--- src/rtl/sub_mw_seq.sv ---
// Word-serial multi-precision subtractor: D = A - B - bin, least-significant word first,
// with the borrow chained between words and full-width Bout/Z/N/V flags on the last word.
module sub_mw_seq #(
  parameter int WIDTH = 32,
  parameter int WORDS = 4
) (
  input  logic             clk,
  input  logic             rst,
  input  logic             in_valid,
  output logic             in_ready,
  input  logic [WIDTH-1:0] in_a,
  input  logic [WIDTH-1:0] in_b,
  input  logic             in_bin,
  output logic             out_valid,
  input  logic             out_ready,
  output logic [WIDTH-1:0] out_diff,
  output logic             out_last,
  output logic             out_bout,
  output logic             out_z,
  output logic             out_n,
  output logic             out_v
);

  localparam int IDX_W = (WORDS > 1) ? $clog2(WORDS) : 1;
  localparam logic [IDX_W-1:0] LAST_IDX = IDX_W'(WORDS - 1);

  logic [IDX_W-1:0] idx;
  logic             br;
  logic             zacc;

  logic             accept;
  logic             first;
  logic             last;
  logic             bi;
  logic             b_out;
  logic [WIDTH-1:0] d;
  logic             zcur;

  // The output register frees up in the same cycle it is consumed.
  assign in_ready = !out_valid || out_ready;
  assign accept   = in_valid && in_ready;

  // NOTE: every signal assigned in always_comb gets a value on every path, so no latch is inferred.
  always_comb begin
    first      = (idx == '0);
    last       = (idx == LAST_IDX);
    bi         = first ? in_bin : br;
    {b_out, d} = {1'b0, in_a} - {1'b0, in_b} - {{WIDTH{1'b0}}, bi};
    zcur       = (first || zacc) && (d == '0);
  end

  // NOTE: sequential state uses non-blocking assignments so all registers update from pre-edge values.
  always_ff @(posedge clk or posedge rst) begin
    if (rst) begin
      idx       <= '0;
      br        <= 1'b0;
      zacc      <= 1'b1;
      out_valid <= 1'b0;
      out_diff  <= '0;
      out_last  <= 1'b0;
      out_bout  <= 1'b0;
      out_z     <= 1'b0;
      out_n     <= 1'b0;
      out_v     <= 1'b0;
    end else if (accept) begin
      idx       <= last ? '0 : idx + IDX_W'(1);
      br        <= b_out;
      zacc      <= zcur;
      out_valid <= 1'b1;
      out_diff  <= d;
      out_last  <= last;
      // Flags only carry meaning on the final word; keep them at 0 otherwise.
      out_bout  <= last && b_out;
      out_z     <= last && zcur;
      out_n     <= last && d[WIDTH-1];
      out_v     <= last && (in_a[WIDTH-1] ^ in_b[WIDTH-1]) && (d[WIDTH-1] ^ in_a[WIDTH-1]);
    end else if (out_ready) begin
      out_valid <= 1'b0;
      out_last  <= 1'b0;
      out_bout  <= 1'b0;
      out_z     <= 1'b0;
      out_n     <= 1'b0;
      out_v     <= 1'b0;
    end
  end

endmodule

--- config.mk ---
export PLATFORM = sky130hd
export DESIGN_NAME = sub_mw_seq
export DESIGN_NICKNAME = d
export VERILOG_FILES = /design/src/rtl/sub_mw_seq.sv
export SDC_FILE = /design/constraint.sdc
export NUM_CORES = 1
export LEC_CHECK = 0
export CORE_MARGIN = 3
export CORE_UTILIZATION = 53
export CTS_BUF_LIST = sky130_fd_sc_hd__clkbuf_8
export CTS_CLUSTER_SIZE = 28
export DETAILED_ROUTE_END_ITERATION = 10
export GPL_TIMING_DRIVEN = 1
export PLACE_DENSITY_LB_ADDON = 0.15
export SYNTH_ARGS = -nofsm -noshare
export SYNTH_HDL_FRONTEND = slang
export SYNTH_SLANG_ARGS = --single-unit
--- constraint.sdc ---
create_clock -name clk -period 5.6 [get_ports clk]
set_clock_uncertainty 0.2 [all_clocks]
set_input_delay 1.12 -clock clk [delete_from_list [all_inputs] [get_ports clk]]
set_output_delay 1.12 -clock clk [all_outputs]
set_load 0.05 [all_outputs]
## Yosys cells after proc, flatten, opt, wreduce, memory -nomap -nowiden

Cells that the tools add are included.

- Register bits: 42
- Latch bits: 0
- Bits in writable memories: 0
- Bits in read-only memories: 0
- Input port bits: 69
- Output and inout bits: 39
- Logic and storage cells: 38
- Memories: 0

- Add/subtract/negate cells: 3
- $mul: 0
- Div/mod/pow operators: 0
- $lt $le $gt $ge: 0
- Equality and inequality tests: 1
- Shifts and indexed selects: 0
- Muxes and demuxes: 9
- Bitwise operators: 2
- Reductions and logical operators: 13

Operators with widths:

| operator | number |
|---|---|
| subtractor 32 x 32 -> 33 bit | 1 |
| subtractor 33 x 1 -> 33 bit | 1 |
| zero test 32 bit | 1 |
| two-way mux 1 bit | 8 |
| logical AND 1 bit | 7 |
| adder 2 x 1 -> 2 bit, second input constant | 1 |
| equality test 2 bit, second input constant | 1 |
| zero test 2 bit | 1 |
| logical OR 1 bit | 2 |
| two-way mux 2 bit | 1 |
| nonzero test 2 bit | 1 |
| XOR 1 bit | 2 |
| zero test 1 bit | 1 |

## Logic depth before layout (Yosys ltp)

- Depth after elaboration: 7
- Gate-level depth with buffers: 17
- Mapped depth without buffers: 17

## Worst setup path before layout

No wires, ideal clock.

- Path type: in2reg
- From: input port in_bin
- To: register out_z
- Library setup time: 0.066 ns
- Data arrival time: 4.434 ns
- Path slack: 0.900 ns
- Stages on the path: 15
- Path buffers: 0
- Cells stage by stage: mux2_2 > fa_1 > inv_1 > ha_1 > or2_2 > fa_1 > nor3b_2 > o21ai_2 > o21a_1 > or3_1 > a2bb2oi_1 > nand4b_1 > a2111oi_4 > nand4_1 > nand2_1

- Longest elaborated chain between the ends: 6

Ends and longest elaborated chain:

| what | RTL line | RTL |
|---|---|---|
| start: declaration | 13 | `input logic in_bin,` |
| two-way mux 1 bit | 47 | `bi = first ? in_bin : br;` |
| subtractor 33 x 1 -> 33 bit | 48 | `{b_out, d} = {1'b0, in_a} - {1'b0, in_b} - {{WIDTH{1'b0}}, bi};` |
| zero test 32 bit | 49 | `zcur = (first \|\| zacc) && (d == '0);` |
| logical AND 1 bit | 49 |  |
| logical AND 1 bit | 74 | `out_z <= last && zcur;` |
| two-way mux 1 bit | 65 | `end else if (accept) begin` |
| end signal: assignment | 74 |  |
| end: declaration | 19 | `output logic out_z,` |

No other way between the ends.
A chain may end at the register's enable or synchronous reset.

## Worst setup path after layout

- From: input port in_bin
- To: register zacc

- Longest elaborated chain between the ends: 4

Ends and longest elaborated chain:

| what | RTL line | RTL |
|---|---|---|
| two-way mux 1 bit | 47 |  |
| subtractor 33 x 1 -> 33 bit | 48 |  |
| zero test 32 bit | 49 |  |
| logical AND 1 bit | 49 |  |
| end signal: assignment | 68 | `zacc <= zcur;` |
| end: declaration | 29 | `logic zacc;` |

No other way between the ends.

==> run summary <==
The flow ran to the end, and the final reports show no timing, DRC or antenna violations. The final cell utilization of the core was 0.703; the biggest fanout along the worst timing path was 5. I/O pin total: 108.

Class of the tightest hold or removal check: flop to flop. In this run the register-to-register setup slack is 0.89 ns. Before antenna repair, the detailed router went through 5 iterations.

For the worst flop-to-flop path, the logic depth is 17. The horizontal extent of the die was 100 µm. The tools report the startpoint of the worst setup timing path as in_bin. The clock reaches the later pin of the worst-skew pair after 0.30 ns. In the post-synthesis netlist, the cell with the most instances is sky130_fd_sc_hd__inv_1. The die covers 10000 µm². The final-layout fill cell count is 741. The final-report setup violation count was 0. The run gives 0 as the number of buffers added for setup after CTS. The source of the worst register-to-register timing path was idx[0]. Counting every sink on the clock net gives 42.

The endpoint identified for the worst register-to-register timing path is zacc. The hold buffer count at CTS was 0; the DRC violations left was 0. The remaining antenna violation count after routing was 0. Entering global routing, the biggest net connects 63 pins. The wire-length estimate of the detail-placed layout is 10.2 mm. In this run the static leakage power is 2.78 nW.

For the number of antenna cells inserted, the log shows 0. The logs give 33 for the total number of placement rows and 192 MHz for the maximum achievable frequency. The final layout contains 835 nets.

The largest registers in the layout are out_diff x32, idx x2. In this run the most critical hold path is launched from zacc. The largest stage delay on the critical path is 0.50 ns, and the instance count along the most critical hold path is 2. The tools report the wire length of the first global-routing pass as 20.8 mm. After synthesis, the most frequently instantiated cells are 109 x sky130_fd_sc_hd__inv_1, 87 x sky130_fd_sc_hd__nand2_1, 64 x sky130_fd_sc_hd__ha_1, 41 x sky130_fd_sc_hd__dfrtp_1, 34 x sky130_fd_sc_hd__a21oi_1. The routed design could run at a clock period as short as 5.20 ns. After detailed routing, the number of vias per cell comes to 5.76. The final instance area was 5920 µm².

Summed over all layers, the routed wires come to 12.5 mm. In this run the cell area of the synthesized design comes to 4700 µm². Total power density per cell area: 311 nW/µm². The tools report the relative max-transition margin as 0.289. The number of enable-type register cells in the synthesized netlist came out at 0.

Setup repair after global routing left no endpoint under its margin. Startpoint type of the worst setup path: an input pin. For this run the aggregate overflow at the end of global routing stands at 0. The final cycle utilization of the critical path is 0.929, and the count of input and output buffers is 107. For the number of antenna violations at the first check in global routing, the log shows 0. The tools report the count of final max-slew check failures as 0.

The proportion of synthesized chip area in sequential cells came out at 0.224. The tree is rooted in a sky130_fd_sc_hd__clkbuf_8. The logs give 0 for the number of instances resized during post-cts repair and 2 for the maximum level of the CTS H-tree. The net switching share of the total power is 0.490. The most area-hungry cell type in the Yosys netlist was sky130_fd_sc_hd__dfrtp_1. The internal power of the cells totals 940 µW. The logs give 0 for the count of yosys warnings during synthesis and 0.398 ns for the final critical-path setup slack. The critical path goes through clkdlybuf4s50_1, mux2_2, fa_1, inv_1, ha_1, or2_2, fa_1, nor3b_2, o21ai_2, a31oi_1, xor2_1, nor4b_1, nand4b_1, a2111oi_4, nand4_1, nand2_1. The share of layout cells above drive strength 1 works out to 0.0628. The layer flagged by global routing as most heavily used is met2. The number of nets handed over by synthesis was 743. In the final routed layout, each cell accounts on average for 15.6 µm. The worst setup path is of the input pin to flop kind. Initial core utilization: 0.558. Area added between synthesis and finish: 25.9%. Routability-driven placement finished with a final weighted congestion of 0.914.

The number of global-route vias before repair came out at 4465. Dividing the synthesized area by the synthesized cell count gives 7.73 µm². After synthesis, the cell types taking the most area are sky130_fd_sc_hd__dfrtp_1 22%, sky130_fd_sc_hd__ha_1 17%, sky130_fd_sc_hd__inv_1 8.7%, sky130_fd_sc_hd__nand2_1 6.9%, sky130_fd_sc_hd__a21oi_1 3.6%.

TritonCTS built the clock tree. The logs give 0.138 for the clock group share of total power and 0.000237 V for the maximum resistive drop on vdd. The net switching power is 904 µW. The path with the worst hold slack has its endpoint at zacc. The combinational group share of total power was 0.625; the synthesis-stage register bit count was 42. Clock slew at the register clock pins of the worst setup and hold paths: 0.09 ns.

In the final timing run, aggregate negative setup slack is 0 ns. On the critical path, the stage with the largest delay is an instance of sky130_fd_sc_hd__fa_1. The logs give 0.251 for the overall routing resource usage and 5.65 ns for the required arrival time at the worst endpoint. More flip-flops sit in one register than any other, and that register is out_diff. The number of clock buffers added by TritonCTS is 5. The proportion of synthesized flip-flops having asynchronous set or reset was 1.00; the worst endpoint data arrival time was 5.25 ns. The max-capacitance violation count was 0; the vertical extent of the die was 100 µm.

The core region is 8420 µm². OpenSTA, run right after detailed placement, puts the worst setup slack at 0.141 ns. The met1 usage in global routing was 0.335.

Top flip-flop cell by instance count after synthesis: sky130_fd_sc_hd__dfrtp_1. STA classifies the critical path endpoint as a flop. Once placement finished, the instance area stood at 5810 µm². For the pin with the worst max-slew slack, the measured transition is 1.06 ns.

The most used cell along the critical path is sky130_fd_sc_hd__fa_1. The portion of synthesized cell area occupied by the leading cell type was 0.218; the number of DRC markers in iteration 0 was 210. The hold violation count in the final report was 0; the maximum clock insertion buffer count was 2.

The logs give 608 for the post-synthesis instance total and 0.431 for the global-route track usage on met2. The number of vias after detailed routing was 4645; the part of the total power dissipated in sequential elements was 0.236. The register with the most flip-flops in the layout has 32 of them. The distinct cell type count after synthesis was 78; the met3 track demand over resource was 0.0382.
[layout by cell type (no fill, tap or decap), types with 3 or more instances in the layout]
master,netlist,layout
sky130_fd_sc_hd__nand3b_1,6,6
sky130_fd_sc_hd__clkbuf_8,0,5
sky130_fd_sc_hd__dfrtp_1,41,41
sky130_fd_sc_hd__nand4_1,13,13
sky130_fd_sc_hd__and2_1,3,3
sky130_fd_sc_hd__a31oi_1,4,4
sky130_fd_sc_hd__o22ai_1,3,3
sky130_fd_sc_hd__xnor2_1,12,12
sky130_fd_sc_hd__o21ai_1,6,6
sky130_fd_sc_hd__o21ai_0,29,29
sky130_fd_sc_hd__o21a_1,9,9
sky130_fd_sc_hd__or3_1,3,3
sky130_fd_sc_hd__xor2_1,7,7
sky130_fd_sc_hd__inv_1,109,109
sky130_fd_sc_hd__o21bai_1,3,3
sky130_fd_sc_hd__nand2b_1,6,6
sky130_fd_sc_hd__a211oi_1,4,4
sky130_fd_sc_hd__nor2_1,20,20
sky130_fd_sc_hd__nand2_1,87,86
sky130_fd_sc_hd__a211oi_2,3,3
sky130_fd_sc_hd__nand3_1,9,9
sky130_fd_sc_hd__or2_2,3,3
sky130_fd_sc_hd__ha_1,64,64
sky130_fd_sc_hd__nor3_1,10,10
sky130_fd_sc_hd__a21o_1,8,8
sky130_fd_sc_hd__a21oi_2,4,4
sky130_fd_sc_hd__nor4_1,4,4
sky130_fd_sc_hd__clkdlybuf4s50_1,0,107
sky130_fd_sc_hd__o211ai_1,8,8
sky130_fd_sc_hd__a21oi_1,34,34
sky130_fd_sc_hd__and3_1,4,4
sky130_fd_sc_hd__o31ai_1,9,9
sky130_fd_sc_hd__mux2_2,5,5
sky130_fd_sc_hd__o21ai_2,4,4
[layout make-up]
| class | instances | area [µm²] | area share |
|---|---|---|---|
| Clock buffer | 5 | 68.8 | 0.0116 |
| Timing Repair Buffer | 108 | 1080 | 0.182 |
| Tap cell | 105 | 131 | 0.0222 |
| Multi-Input combinational cell | 434 | 3140 | 0.530 |
| Clock inverter | 3 | 43.8 | 0.00739 |
| Inverter | 109 | 409 | 0.0691 |
| Sequential cell | 42 | 1050 | 0.178 |
[power groups by stage]
| stage | combinational, mW | clock, mW | sequential (mW) |
|---|---|---|---|
| 4_1_cts | 1.15 | 0.257 | 0.437 |
| 5_1_grt | 1.25 | 0.271 | 0.447 |
| 6_report | 1.15 | 0.255 | 0.436 |
| 3_3_place_gp | 1.13 | 0 | 0.441 |
| 2_1_floorplan | 0.534 | 0 | 0.698 |
| 3_5_place_dp | 1.15 | 0 | 0.442 |
[critical path: cells and delay by family]
family / cells / cell delay (ns)
buffers and inverters: 2 / 0.46
XOR/XNOR: 1 / 0.21
AND/OR/NAND/NOR: 6 / 1.30
AO/OA/AOI/OAI: 3 / 0.77
adder cells (fa/ha/maj): 3 / 1.13
multiplexers: 1 / 0.28
[worst max-delay path by stage]
| stage | to | slack [ns] | depth (start not counted) |
|---|---|---|---|
| floorplan | out_z | 0.90 | 15 |
| global route | zacc | 0.19 | 16 |
| global placement | out_z | 0.27 | 16 |
| CTS | zacc | 0.42 | 16 |
| detailed placement | out_z | 0.14 | 16 |
| finish | zacc | 0.40 | 16 |
[per-stage QoR]
| step | std cells | hold slack (ns) | total power [mW] |
|---|---|---|---|
| 2_1_floorplan | 608 | 0.235 | 1.23 |
| 3_3_place_gp | 798 | 0.256 | 1.57 |
| 3_5_place_dp | 798 | 0.265 | 1.59 |
| 4_1_cts | 806 | 0.286 | 1.85 |
| 5_1_grt | 806 | 0.291 | 1.97 |
| 6_report | 806 | 0.283 | 1.84 |
[cell families after synthesis]
| kind of cell | Yosys count | synth area share |
|---|---|---|
| multiplexers | 6 | 0.0141 |
| AO/OA/AOI/OAI | 156 | 0.238 |
| XOR/XNOR | 19 | 0.0354 |
| flip-flops | 42 | 0.224 |
| buffers and inverters | 132 | 0.109 |
| adder cells (fa/ha/maj) | 66 | 0.179 |
| AND/OR/NAND/NOR | 187 | 0.201 |
[layer usage]
| layer | wire length, µm | vias to the layer above |
|---|---|---|
| met4 | 227 | 0 |
| met2 | 6030 | 179 |
| met3 | 790 | 29 |
| li1 | - | 2288 |
| met5 | 0 | - |
| met1 | 5500 | 2149 |
Note: power is estimated with default switching activity, not from simulation.
